--- src/rtl/host_bus_ctrl.sv ---
`timescale 1ns/1ps
// host_bus_ctrl: BBC Micro 1MHz-bus decoder (&FC40-&FC43) and SCSI ACK/SEL/RST sequencer.
// Every asynchronous input is double-synchronised; all outputs come straight from flops.
module host_bus_ctrl #(
    parameter int unsigned RST_CYCLES = 32,
    parameter int unsigned ACK_MIN    = 4
) (
    input  logic       CLK,
    input  logic       nRESET,
    input  logic       ONEMHZ,
    input  logic       nPGFC,
    input  logic       RnW,
    input  logic [1:0] A,
    input  logic       D_BIT0,
    input  logic       nREQ,
    input  logic       nBSY,
    input  logic       nMSG,
    input  logic       nCD,
    input  logic       nIO,
    output logic       DATA_LE,
    output logic       DATA_OE,
    output logic       STATUS_OE,
    output logic [7:0] STATUS,
    output logic       nACK,
    output logic       nSEL,
    output logic       nRST_SCSI,
    output logic       nIRQ
);

    typedef enum logic [1:0] {IDLE, ACK_HOLD, ACK_WAIT} ack_state_e;

    logic [6:0] sync1_q, sync1_d, sync2_q, sync2_d;
    logic       onemhz_s, npgfc_s, nreq_s, nbsy_s, nmsg_s, ncd_s, nio_s;
    logic       onemhz_prev_q, onemhz_prev_d;
    logic       cyc_valid_q, cyc_valid_d;
    logic [1:0] addr_q, addr_d;
    logic       rnw_q, rnw_d;
    logic       d0_q, d0_d;
    logic       data_le_q, data_le_d;
    logic       data_oe_q, data_oe_d;
    logic       status_oe_q, status_oe_d;
    ack_state_e state_q, state_d;
    logic [3:0] ack_cnt_q, ack_cnt_d;
    logic       nack_q, nack_d;
    logic       sel_q, sel_d;
    logic [7:0] rst_cnt_q, rst_cnt_d;
    logic       nrst_q, nrst_d;
    logic       irq_en_q, irq_en_d;
    logic       irq_q, irq_d;

    logic rise, fall, access_done, acc40, wr41, wr42, wr43, rst_active;

    assign {onemhz_s, npgfc_s, nreq_s, nbsy_s, nmsg_s, ncd_s, nio_s} = sync2_q;

    always_comb begin
        sync1_d       = {ONEMHZ, nPGFC, nREQ, nBSY, nMSG, nCD, nIO};
        sync2_d       = sync1_q;
        onemhz_prev_d = onemhz_s;

        rise = onemhz_s & ~onemhz_prev_q;
        fall = ~onemhz_s & onemhz_prev_q;

        cyc_valid_d = cyc_valid_q;
        addr_d      = addr_q;
        rnw_d       = rnw_q;
        d0_d        = d0_q;
        if (rise && !npgfc_s) begin
            cyc_valid_d = 1'b1;
            addr_d      = A;
            rnw_d       = RnW;
            d0_d        = D_BIT0;
        end else if (fall) begin
            cyc_valid_d = 1'b0;
        end

        // Address/direction stay latched after cyc_valid drops, so commands decode from them.
        access_done = fall & cyc_valid_q;
        acc40 = access_done && (addr_q == 2'd0);
        wr41  = access_done && (addr_q == 2'd1) && !rnw_q;
        wr42  = access_done && (addr_q == 2'd2) && !rnw_q;
        wr43  = access_done && (addr_q == 2'd3) && !rnw_q;

        data_le_d   = cyc_valid_d && (addr_d == 2'd0) && !rnw_d;
        data_oe_d   = cyc_valid_d && (addr_d == 2'd0) && rnw_d;
        status_oe_d = cyc_valid_d && (addr_d == 2'd1) && rnw_d;

        rst_cnt_d = rst_cnt_q;
        if (wr41) begin
            rst_cnt_d = 8'(RST_CYCLES);
        end else if (rst_cnt_q != '0) begin
            rst_cnt_d = rst_cnt_q - 8'd1;
        end
        rst_active = (rst_cnt_d != '0);
        nrst_d     = ~rst_active;

        state_d   = state_q;
        ack_cnt_d = ack_cnt_q;
        case (state_q)
            IDLE: begin
                if (acc40 && !nreq_s) begin
                    state_d   = ACK_HOLD;
                    ack_cnt_d = 4'(ACK_MIN - 1);
                end
            end
            ACK_HOLD: begin
                if (ack_cnt_q == '0) begin
                    state_d = ACK_WAIT;
                end else begin
                    ack_cnt_d = ack_cnt_q - 4'd1;
                end
            end
            ACK_WAIT: begin
                if (nreq_s) begin
                    state_d = IDLE;
                end
            end
            default: state_d = IDLE;
        endcase
        // Forcing on the next-cycle pulse state releases nACK on the same edge nRST_SCSI falls.
        if (rst_active) begin
            state_d = IDLE;
        end
        nack_d = (state_d == IDLE);

        sel_d = sel_q;
        if (wr42) begin
            sel_d = 1'b1;
        end
        if (!nbsy_s || rst_active) begin
            sel_d = 1'b0;
        end

        irq_en_d = irq_en_q;
        if (wr43) begin
            irq_en_d = d0_q;
        end
        irq_d = irq_en_q & ~nreq_s;
    end

    always_ff @(posedge CLK or negedge nRESET) begin
        if (!nRESET) begin
            sync1_q       <= '1;
            sync2_q       <= '1;
            onemhz_prev_q <= 1'b1;
            cyc_valid_q   <= 1'b0;
            addr_q        <= '0;
            rnw_q         <= 1'b1;
            d0_q          <= 1'b0;
            data_le_q     <= 1'b0;
            data_oe_q     <= 1'b0;
            status_oe_q   <= 1'b0;
            state_q       <= IDLE;
            ack_cnt_q     <= '0;
            nack_q        <= 1'b1;
            sel_q         <= 1'b0;
            rst_cnt_q     <= '0;
            nrst_q        <= 1'b1;
            irq_en_q      <= 1'b0;
            irq_q         <= 1'b0;
        end else begin
            sync1_q       <= sync1_d;
            sync2_q       <= sync2_d;
            onemhz_prev_q <= onemhz_prev_d;
            cyc_valid_q   <= cyc_valid_d;
            addr_q        <= addr_d;
            rnw_q         <= rnw_d;
            d0_q          <= d0_d;
            data_le_q     <= data_le_d;
            data_oe_q     <= data_oe_d;
            status_oe_q   <= status_oe_d;
            state_q       <= state_d;
            ack_cnt_q     <= ack_cnt_d;
            nack_q        <= nack_d;
            sel_q         <= sel_d;
            rst_cnt_q     <= rst_cnt_d;
            nrst_q        <= nrst_d;
            irq_en_q      <= irq_en_d;
            irq_q         <= irq_d;
        end
    end

    assign DATA_LE   = data_le_q;
    assign DATA_OE   = data_oe_q;
    assign STATUS_OE = status_oe_q;
    assign STATUS    = {~ncd_s, ~nio_s, ~nreq_s, irq_q, 2'b00, ~nbsy_s, ~nmsg_s};
    assign nACK      = nack_q;
    assign nSEL      = ~sel_q;
    assign nRST_SCSI = nrst_q;
    assign nIRQ      = ~irq_q;

endmodule

--- config.mk ---
export PLATFORM = sky130hd
export DESIGN_NAME = host_bus_ctrl
export DESIGN_NICKNAME = d
export VERILOG_FILES = /design/src/rtl/host_bus_ctrl.sv
export SDC_FILE = /design/constraint.sdc
export NUM_CORES = 1
export LEC_CHECK = 0
export CAP_MARGIN = 0
export CORE_UTILIZATION = 47
export CTS_CLUSTER_DIAMETER = 150
export DETAILED_ROUTE_END_ITERATION = 6
export MAX_ROUTING_LAYER = met4
export PLACE_DENSITY_LB_ADDON = 0.05
export SLEW_MARGIN = 20
export SYNTH_ARGS = -nofsm -noshare
export SYNTH_HDL_FRONTEND = slang
export SYNTH_SLANG_ARGS = --single-unit
--- constraint.sdc ---
create_clock -name CLK -period 1.9 [get_ports CLK]
set_input_delay 0.38 -clock CLK [delete_from_list [all_inputs] [get_ports CLK]]
set_output_delay 0.38 -clock CLK [all_outputs]
set_load 0.005 [all_outputs]
After elaboration in Yosys (flattened, before gate mapping)

Cells that the tools add are included.

Latch bits: 0
Bits in registers: 42
Memories kept: 0
Memory bits (writable): 0
ROM bits: 0
Input port bits: 13
Output and inout port bits: 15

Bitwise gates (word level): 14
Equal/unequal tests: 8
Multiplexer cells: 16
Add/sub/neg operators: 2
$mul: 0
Shifts and indexed selects: 0
Order comparisons: 0
Div/mod/pow operators: 0
Reduce and logical (&&, ||, !) cells: 30

Operators with widths:

| operator                                             | number |
|---|---|
| 2-to-1 mux 8 bit                                     | 2 |
| nonzero test 8 bit                                   | 2 |
| logical AND 1 bit                                    | 14 |
| 2-to-1 mux 2 bit                                     | 5 |
| inverter 1 bit                                       | 10 |
| zero test 2 bit                                      | 4 |
| 2-to-1 mux 4 bit                                     | 2 |
| one-hot mux 4 bit (2 select lines)                   | 1 |
| subtractor 8 x 1 -> 8 bit (second input constant)    | 1 |
| equality test 2 x 1 -> 1 bit (second input constant) | 3 |
| equality test 2 bit (second input constant)          | 3 |
| one-hot mux 2 bit (3 select lines)                   | 1 |
| zero test 1 bit                                      | 5 |
| 2-to-1 mux 1 bit                                     | 5 |
| bitwise AND 1 bit                                    | 4 |
| zero test 4 bit                                      | 1 |
| != test 2 bit (second input constant)                | 2 |
| nonzero test 2 bit                                   | 2 |
| subtractor 4 x 1 -> 4 bit (second input constant)    | 1 |
| AND reduction 3 bit                                  | 1 |
| logical OR 1 bit                                     | 1 |

Depth between registers and ports, before layout

Depth after elaboration: 9
Mapped depth: 8

Worst setup path before layout

OpenSTA, ideal clock, no wires.

Kind: register to register
From: reg rst_cnt_q[0]
To: reg nack_q (netlist: nACK)
Arrival: 1.968 ns
Stages on the path, launching flop included: 8
Library setup time: 0.082 ns
Data required time: 1.818 ns
Buffers on the path: 0
Setup slack: -0.150 ns
Cell sequence: dfrtp_1 -> inv_1 -> ha_1 -> or3b_1 -> o21ai_0 -> nand2_1 -> a311o_1 -> a211o_1

Word-level cells in the longest chain between the ends: 6

Ends and longest elaborated chain:

| item                                                                   | line   | text |
|---|---|---|
| start: declaration                                                     | 46     | `logic [7:0] rst_cnt_q, rst_cnt_d;` |
| start signal: assignment                                               | 175    | `rst_cnt_q <= rst_cnt_d;` |
| subtractor 8 x 1 -> 8 bit / nonzero test 8 bit (equally long branches) | 91, 90 |  |
| 2-to-1 mux 8 bit (*)                                                   | 90     | `end else if (rst_cnt_q != '0) begin` |
| 2-to-1 mux 8 bit (*)                                                   | 88     | `if (wr41) begin` |
| nonzero test 8 bit (*)                                                 | 93     | `rst_active = (rst_cnt_d != '0);` |
| 2-to-1 mux 2 bit (*)                                                   | 120    | `if (rst_active) begin` |
| zero test 2 bit (*)                                                    | 123    | `nack_d = (state_d == IDLE);` |
| named net nack_d                                                       | 44     | `logic nack_q, nack_d;` |
| end signal: assignment                                                 | 173    | `nack_q <= nack_d;` |
| end: declaration                                                       | 44     |  |

The timed path passes the listed nets; every way through them passes the cells marked *.
A chain may end at the register's enable or synchronous reset.

Final worst setup path

From: reg rst_cnt_q[1]
To: reg nack_q (netlist: nACK)

Same word-level chain as after synthesis.

==> results.sh <==
export IMPL_grtUsageMet3_pct=3.75
export IMPL_required_ps=2130
export IMPL_netlist_area_um2=1830
export IMPL_fillCellCount=299
export IMPL_core_um2=3690
export IMPL_hpwl_mm=2.38
export IMPL_grt_busiest_layer="met2"
export IMPL_die_area_um2=4150
export IMPL_cp_arrival_ps=2220
export IMPL_final_hold_viol_count=0
export IMPL_leakagePower_nw=1.05
export IMPL_skew_ps=4.99
export IMPL_num_vias=1293
export IMPL_crit_path_cell_trace="buf_4 -> or4_4 -> o21ai_1 -> nand2_1 -> a311o_2 -> a211o_1"
export IMPL_numCtsBuffers=5
export IMPL_cts_tree="built"
export IMPL_wirelength_mm=3.26
export IMPL_cpMaxStageDelayCell="or4_4"
export IMPL_cp_max_fo=5
export IMPL_synth_edf_count=0
export IMPL_ys_flop_type="dfrtp_1"
export IMPL_use_met2_pct=30.4
export IMPL_place_congestion=0.817
export IMPL_setup_viol=4
export IMPL_cts_buffer_depth=2
export IMPL_antenna_cells=0
export IMPL_finalWorstSetupSlack_ps=-93.9
export IMPL_grt_usage_pct=18.3
export IMPL_vias_per_cell=5.07
export IMPL_post_route_min_period_ps=1990
export IMPL_setup_worst_path_end_class="flip-flop"
export IMPL_cts_root_buf="clkbuf_8"
export IMPL_synth_top_area_share_pct=32.8
export IMPL_dp_cells=245
export IMPL_max_clock_freq_ghz=0.502
export IMPL_grt_first_pass_wirelength_mm=5.64
export IMPL_drv_cap=0
export IMPL_worst_pin_slew_ps=517
export IMPL_grt_overflow=0
export IMPL_max_stage_delay_ps=470
export IMPL_layout_common_cells="24 x clkdlybuf4s50_1, 23 x dfrtp_1, 21 x buf_4"
export IMPL_r2r_start="rst_cnt_q[1]"
export IMPL_cts_hold_buf=0
export IMPL_cts_htree_levels=2
export IMPL_use_met1_pct=22.2
export IMPL_ir_worst_vdd_mv=0.790
export IMPL_critical_path_class="flip-flop to flip-flop"
export IMPL_clk_latency_ps=290
export IMPL_relSlewSlack_pct=65.5
export IMPL_final_core_util_pct=65.5
export IMPL_power_density_nw_per_um2=1280
export IMPL_synth_area_leaders="dfrtp_1 33%, dfstp_2 26%, nor2_1 3.3%"
export IMPL_syn_area_per_cell_um2=11.7
export IMPL_stdcell_count=255
export IMPL_synth_top_area_cell="dfrtp_1"
export IMPL_drtIter0Drc=61
export IMPL_slew_violations=0
export IMPL_cp_startpoint="rst_cnt_q[1]"
export IMPL_layout_drive_gt1_share_pct=31.9
export IMPL_initial_core_util_pct=49.6
export IMPL_dp_slack_ps=-101
export IMPL_syn_instance_count=157
export IMPL_synth_seq_cells=42
export IMPL_p_total_mw=3.09
export IMPL_yosysWarnings=0
export IMPL_drc=0
export IMPL_hold_class="input port to asynchronous set/reset pin"
export IMPL_rr_worst_depth=6
export IMPL_layout_commonest_cell="clkdlybuf4s50_1"
export IMPL_r2r_end="nACK"
export IMPL_rsz0062_at_grt="true"
export IMPL_io_pins=28
export IMPL_yosysUniqueCellTypes=46
export IMPL_rrSetupSlack_ps=-90
export IMPL_final_seq_area_um2=1070
export IMPL_drtPass1Iterations=4
export IMPL_num_rows=22
export IMPL_synthArstFlopShare_pct=100
export IMPL_wl_per_cell_um=12.8
export IMPL_antenna_found_initial=0
export IMPL_clock_sinks=42
export IMPL_ant_nets=0
export IMPL_multi_input_area_um2=712
export IMPL_status="complete, but fails checks"
export IMPL_grt_pass1_vias=1282
export IMPL_violations="setup timing"
export IMPL_synth_seq_area_share_pct=58.7
export IMPL_io_buffer_count=25
export IMPL_area_delta_synth_final_pct=32.0
export IMPL_die_h_um=64.4
export IMPL_critPathLaunchType="flip-flop"
export IMPL_nets=222
export IMPL_die_x_um=64.4
export IMPL_fin_crit_sh_pct=105
export IMPL_clk_pin_slew_ps=80
export IMPL_grt_max_degree=43
-- report_power, final --
part | internal (mW) | total [mW] | switching (mW)
combinational | 0.630 | 1.16 | 0.526
sequential | 1.08 | 1.22 | 0.140
clock | 0.400 | 0.720 | 0.320
-- stage by stage --
step           hold WS, ps  setup TNS [ps]  cell area, µm²
2_1_floorplan         84.4           -41.4            1860
3_3_place_gp           346            -120            2270
3_5_place_dp           347            -267            2270
4_1_cts                156            -104            2400
5_1_grt                178            -603            2410
6_report               136            -236            2410
-- layout make-up --
type / count / share of cell area (%)
clock inverter: 3 / 2.02
multi-input combinational: 99 / 29.5
tap: 48 / 2.49
timing repair buffer: 46 / 16.7
sequential: 42 / 44.5
inverter: 12 / 1.97
clock buffer: 5 / 2.85
-- Yosys cell counts (2+ instances only) --
library cell,instances
o21ai_0,6
nand2_1,10
xnor2_1,2
and2_1,2
mux2_2,5
and3b_1,2
nor2b_1,3
nor3_1,6
nor2_1,16
dfstp_2,18
buf_4,3
nor3b_1,3
dfrtp_1,24
ha_1,3
xor2_1,4
nand3_1,2
a21oi_1,4
inv_1,12
nor4_1,2
mux2i_1,2
nand2b_1,3
-- worst max-delay path: cells and delay by family, from the launching register on --
family / cells / cell delay, ps
buffers and inverters: 1 / 150
flip-flops: 1 / 410
AND/OR/NAND/NOR: 2 / 560
AO/OA/AOI/OAI: 3 / 810
-- repair_timing --
item,CTS,global route
resized for setup,1,3
pin swaps,1,2
setup endpoints to repair,4,5
buffers inserted,1,1
-- registers in the layout, summed over array words and instances (netlist names), 2 cells and up --
| register | count |
|---|---|
| sync1_q | 7 |
| state_q | 2 |
| sync2_q | 7 |
| ack_cnt_q | 4 |
| rst_cnt_q | 8 |
| addr_q | 2 |
-- layer usage --
layer / part of all wire, % / wire, µm / vias to the layer above
li1: - / - / 634
met1: 45 / 1480 / 634
met2: 51 / 1660 / 21
met3: 2.7 / 87 / 4
met4: 0.89 / 29 / 0
met5: 0 / 0 / -
-- worst max path at each step --
stage / depth (start not counted) / to / slack (ps)
2_1_floorplan: 7 / nACK / -30
3_3_place_gp: 7 / nACK / -60
3_5_place_dp: 7 / nACK / -100
4_1_cts: 7 / nACK / -50
5_1_grt: 7 / sel_q / -160
6_report: 6 / nACK / -90
-- cells by family (layout without fill, tap and decap cells) --
family / count (synthesis) / in the layout / synth area share, %
AOI/OAI and AO/OA: 23 / 23 / 9.92
xor gates and xnor gates: 6 / 6 / 2.87
adders and majority gates: 3 / 3 / 2.05
buffers and inverters: 17 / 66 / 4.51
DFF: 42 / 42 / 58.7
muxes: 7 / 7 / 4.17
other: 1 / 2 / 0.205
and+or+nand+nor: 58 / 58 / 17.6
No activity file was read; power rests on OpenSTA's default activity.
==> RTL change 1, RTL diff (same flow settings) <==
The output `STATUS_OE` loses its register stage (`status_oe_q` becomes a continuous assignment).
--- a/src/rtl/host_bus_ctrl.sv
+++ b/src/rtl/host_bus_ctrl.sv
@@ -148,7 +148,6 @@
             d0_q          <= 1'b0;
             data_le_q     <= 1'b0;
             data_oe_q     <= 1'b0;
-            status_oe_q   <= 1'b0;
             state_q       <= IDLE;
             ack_cnt_q     <= '0;
             nack_q        <= 1'b1;
@@ -167,7 +166,6 @@
             d0_q          <= d0_d;
             data_le_q     <= data_le_d;
             data_oe_q     <= data_oe_d;
-            status_oe_q   <= status_oe_d;
             state_q       <= state_d;
             ack_cnt_q     <= ack_cnt_d;
             nack_q        <= nack_d;
@@ -178,6 +176,8 @@
             irq_q         <= irq_d;
         end
     end
+
+    assign status_oe_q = status_oe_d;
 
     assign DATA_LE   = data_le_q;
     assign DATA_OE   = data_oe_q;
Behaviour: not the same (a bounded check fails within 4 cycles, from zero or initial values and one cycle with nRESET low).
==> RTL change 1 against the unedited design <==
The flow still finishes with violations (setup timing). Worst hold slack worse by 0.0058 ns. Wire length increased by 4.9%. Design area is 4.9% higher. Power is 6.1% higher. Setup slack improved by 0.0074 ns. Sequential cell count decreased by 1. Cell count is 5.1% higher. First-iteration DRC count up 3.3%. Area after synthesis fell by 1.4%. Highest routed layer unchanged.
==> RTL change 1: results (changes against the unedited design) <==
stage;metric;value;unit;change
logic_synthesis;top cells by count, synth;dfrtp_1 (23), dfstp_2 (18), nor2_1 (16);;
power;Internal;2.29;mW;+8.6%
sta;setup_tns;-0.246;ns;-0.00986 ns
sta;clock skew;0.00707;ns;+0.00208 ns
detailed_routing;Avg WL per Cell;12.8;um;-0.21%
global_routing;largest net degree at the start of global routing;42;;-2.3%
detailed_routing;WL met2;1.74;mm;+4.7%
logic_synthesis;post-synthesis mux area share;4.23;%;+0.058 points
worst_setup_path;delay of the slowest cell on the worst path;0.44;ns;-0.03 ns
layout;NumNets Final;235;;+5.9%
global_routing;GR Util met1;22.4;%;+0.18 points
power;leakage;1.13;nW;+7.4%
logic_synthesis;register area share after synthesis;58.1;%;-0.57 points
sta;worst setup margin;-0.0865;ns;+0.00738 ns
sta;final setup vio count;6;;+2
clocking;post-CTS sizing;12;;+11
detailed_routing;metal1 wirelength;1.48;mm;about the same
placed_design;cell count after placement;252;;+2.9%
layout;layout cells sized above 1;39.1;%;+7.2 points
power;sequential group share of total power;36.1;%;-3.3 points
worst_setup_path;CP max stage cell;a311o_2;;
placed_design;placed cell area;0.00230;mm2;+1.5%
logic_synthesis;synth top area cells;dfrtp_1 (32%), dfstp_2 (26%), nor2_1 (3.3%), mux2_2 (3.1%), inv_1 (2.5%);;
global_routing;first-pass GRT wire length;5.94;mm;+5.2%
power;Max VDD drop;0.667;mV;-16%
power;switching share of total power;30.3;%;-1.6 points
status;outcome;finished, violations left;;
status;failing checks;setup timing;;
detailed_routing;drt first pass iters;2;;-2
logic_synthesis;Mean Syn Cell Area;11.6;um2;-0.74%
logic_synthesis;Post-Synth Adder-Cell Area;2.08;%;+0.028 points
detailed_routing;final WL;3.42;mm;+4.9%
detailed_routing;number of vias in the routed layout;1334;;+3.2%
placed_design;DP HPWL;2.42;mm;+1.6%
detailed_routing;met3 wire len;141;um;+62%
logic_synthesis;XOR/XNOR Fraction of Synth Area;2.91;%;+0.040 points
[RTL change 1: cell count changes after synthesis]
cell | unedited run | this run
dfrtp_1 | 24 | 23
[RTL change 1: final timing paths]
path                                        start                   end  slack [ns]  cells after the start
max                        rst_cnt_q[1]$_DFF_PN0_        nACK$_DFF_PN1_       -0.09                      7
min                                        nRESET     DATA_LE$_DFF_PN0_        0.13                      2
max reg2reg                rst_cnt_q[1]$_DFF_PN0_        nACK$_DFF_PN1_       -0.09                      7
min reg2reg                  sync1_q[1]$_DFF_PN1_  sync2_q[1]$_DFF_PN1_        0.36                      0
max in group asynchronous                  nRESET  sync2_q[5]$_DFF_PN1_        1.41                      2
min in group CLK             sync1_q[1]$_DFF_PN1_  sync2_q[1]$_DFF_PN1_        0.36                      0
[RTL change 1: cell type report]
cell class | count | area, um2
clock buffers | 5 | 68.8
clock inverters | 3 | 65.1
well taps | 48 | 60.1
repair buffers | 60 | 507
fillers | 290 | 1130
inverters | 12 | 47.5
flip-flops and latches | 41 | 1050
multi-input cells | 99 | 736
==> RTL change 2, RTL diff (same flow settings) <==
Without the edit above. Change the parameter `RST_CYCLES` from 32 to 24.
--- a/src/rtl/host_bus_ctrl.sv
+++ b/src/rtl/host_bus_ctrl.sv
@@ -2,7 +2,7 @@
 // host_bus_ctrl: BBC Micro 1MHz-bus decoder (&FC40-&FC43) and SCSI ACK/SEL/RST sequencer.
 // Every asynchronous input is double-synchronised; all outputs come straight from flops.
 module host_bus_ctrl #(
-    parameter int unsigned RST_CYCLES = 32,
+    parameter int unsigned RST_CYCLES = 24,
     parameter int unsigned ACK_MIN    = 4
 ) (
     input  logic       CLK,
Check against the original RTL: no difference found for any inputs over 10 cycles, from zero or initial values and one cycle with nRESET low; that may be too few to reach the edited logic, so the function may still have changed.
==> RTL change 2 against the unedited design <==
Sequential share of layout area shrank 1.2 points. Design area grew 2.7%. Power grew 1.2%. Maximum frequency grew 4.5%. The flow still finishes with violations (setup timing). Wire length grew 18%. Area after synthesis grew 1.8%. Cell count grew 1.6%. Setup slack gained 0.085 ns. Sequential cell count is the same.
==> RTL change 2: results (changes against the unedited design) <==
stage;metric;value;unit;change
status;outcome;finished, violations left;;
status;failing checks;setup timing;;
logic_synthesis;top cells by count, synth;dfrtp_1 (24), dfstp_2 (18), inv_1 (15);;
detailed_routing;drt first pass iters;4;;unchanged
logic_synthesis;synth top area cells;dfrtp_1 (32%), dfstp_2 (25%), inv_1 (3.0%), o21ai_0 (2.7%), nor2_1 (2.6%);;
sta;clock skew;0.0114;ns;+0.00644 ns
logic_synthesis;async set or reset register ratio after synthesis;100;%;unchanged
worst_setup_path;Worst R2R Path Depth;6;;unchanged
placed_design;placed cell area;0.00228;mm2;+0.44%
clocking;CTS root buf;clkbuf_8;;
worst_setup_path;WP data arrival;2.08;ns;-0.14 ns
worst_setup_path;worst-path maximum fanout;5;;unchanged
global_routing;first-pass GRT wire length;6.50;mm;+15%
placed_design;gpl congestion;0.876;;+7.2%
layout;layout cells sized above 1;32.7;%;+0.82 points
detailed_routing;vias per cell;5.41;;+6.8%
layout;fillers;301;;+0.67%
power;Max VDD drop;0.604;mV;-24%
global_routing;GRT Resource Usage Total;21.4;%;+3.1 points
power;leakage;1.04;nW;-1.2%
global_routing;largest net degree at the start of global routing;43;;unchanged
worst_setup_path;CP max stage cell;dfrtp_1;;
worst_setup_path;reg2reg end;state_q[1]$_DFF_PN0_;;
sta;hold slack;0.0430;ns;-0.0933 ns
detailed_routing;DR iter-0 viols;84;;+38%
sta;final setup vio count;2;;-2
detailed_routing;Avg WL per Cell;14.8;um;+16%
layout;antenna fix cells;0;;unchanged
clocking;Clock Latency Late Sink;0.30;ns;
detailed_routing;number of vias in the routed layout;1402;;+8.4%
layout;biggest regs;rst_cnt_q (8), sync1_q (7), sync2_q (7);;
logic_synthesis;Syn Inst Count;161;;+2.5%
worst_setup_path;delay of the slowest cell on the worst path;0.40;ns;-0.07 ns
layout;NumNets Final;226;;+1.8%
sta;setup_tns;-0.0158;ns;+0.220 ns
logic_synthesis;register area share after synthesis;57.6;%;-1.1 points
placed_design;cell count after placement;244;;-0.41%
worst_setup_path;R2R Path Start;rst_cnt_q[1]$_DFF_PN0_;;
sta;worst setup margin;-0.00881;ns;+0.0851 ns
placed_design;DP HPWL;2.62;mm;+10%
worst_setup_path;R2R setup slack;-0.009;ns;+0.09 ns
logic_synthesis;Netlist cell types;49;;+6.5%
==> RTL change 2: cell types whose count changed after synthesis, sizes merged, moves of 3 or more <==
cell,delta
a21oi,+3
inv,+3
nand2,-8
o21ai,+3
or4,+3
xor2,-3
==> RTL change 2: worst max-delay path by stage <==
stage,from,endpoint,slack [ns],cells past startpoint
2_1_floorplan,rst_cnt_q[0]$_DFF_PN0_,nACK$_DFF_PN1_,-0.04,6
3_3_place_gp,rst_cnt_q[0]$_DFF_PN0_,sel_q$_DFFE_PN0P_,-0.05,7
3_5_place_dp,rst_cnt_q[0]$_DFF_PN0_,state_q[1]$_DFF_PN0_,-0.07,6
4_1_cts,rst_cnt_q[0]$_DFF_PN0_,sel_q$_DFFE_PN0P_,0.02,7
5_1_grt,rst_cnt_q[3]$_DFF_PN0_,state_q[1]$_DFF_PN0_,-0.06,4
6_report,rst_cnt_q[1]$_DFF_PN0_,state_q[1]$_DFF_PN0_,-0.009,6
==> RTL change 2: final cells by class <==
class                   count  share of cell area (%)
repair buffers             45                    16.4
flip-flops and latches     42                    43.3
well taps                  48                    2.42
inverters                  15                    2.27
multi-input cells         101                    30.8
clock buffers               7                    3.48
clock inverters             1                    1.21
==> RTL change 2: power breakdown <==
group / leakage, nW / switching [mW] / internal [mW]
Sequential: 0.493 / 0.144 / 1.08
Combinational: 0.490 / 0.606 / 0.578
Clock: 0.0585 / 0.298 / 0.428
==> RTL change 2: per-layer routing <==
| layer | GRT usage (%) | routed length (um) | vias to the layer above |
|---|---|---|---|
| met2 | 34.2 | 1920 | 43 |
| met5 | - | 0 | - |
| met3 | 5.81 | 191 | 7 |
| met1 | 26.3 | 1670 | 681 |
| li1 | - | - | 671 |
| met4 | 6.67 | 57 | 0 |
==> RTL change 2: what timing repair did <==
item,4_1_cts,5_1_grt
hold endpoints to repair,0,0
pin swaps,3,1
setup buffers,6,1
setup endpoints to repair,4,8
resized for setup,6,3
==> RTL change 2: cell families after synthesis <==
| group | share of synthesized area [%] |
|---|---|
| flops | 57.6 |
| buf+inv | 4.43 |
| simple gates | 19.0 |
| xor+xnor | 1.88 |
| other cells | 0.201 |
| fa+ha+maj | 2.01 |
| mux | 2.89 |
| compound gates | 12.0 |
==> RTL change 2: metrics by stage <==
| step | utilization [%] | setup WS [ns] |
|---|---|---|
| global placement | 60.9 | -0.0474 |
| floorplan | - | -0.0366 |
| finish | 66.2 | -0.00881 |
| CTS | 65.7 | 0.0179 |
| detailed placement | 60.9 | -0.0746 |
| global route | 66.2 | -0.0600 |
==> RTL change 2: worst max-delay path, delay by kind of cell, from the launching register on <==
kind	cells	cell delay, ns
simple gates	3	0.78
compound gates	1	0.36
buf+inv	1	0.10
flops	1	0.40
fa+ha+maj	1	0.14
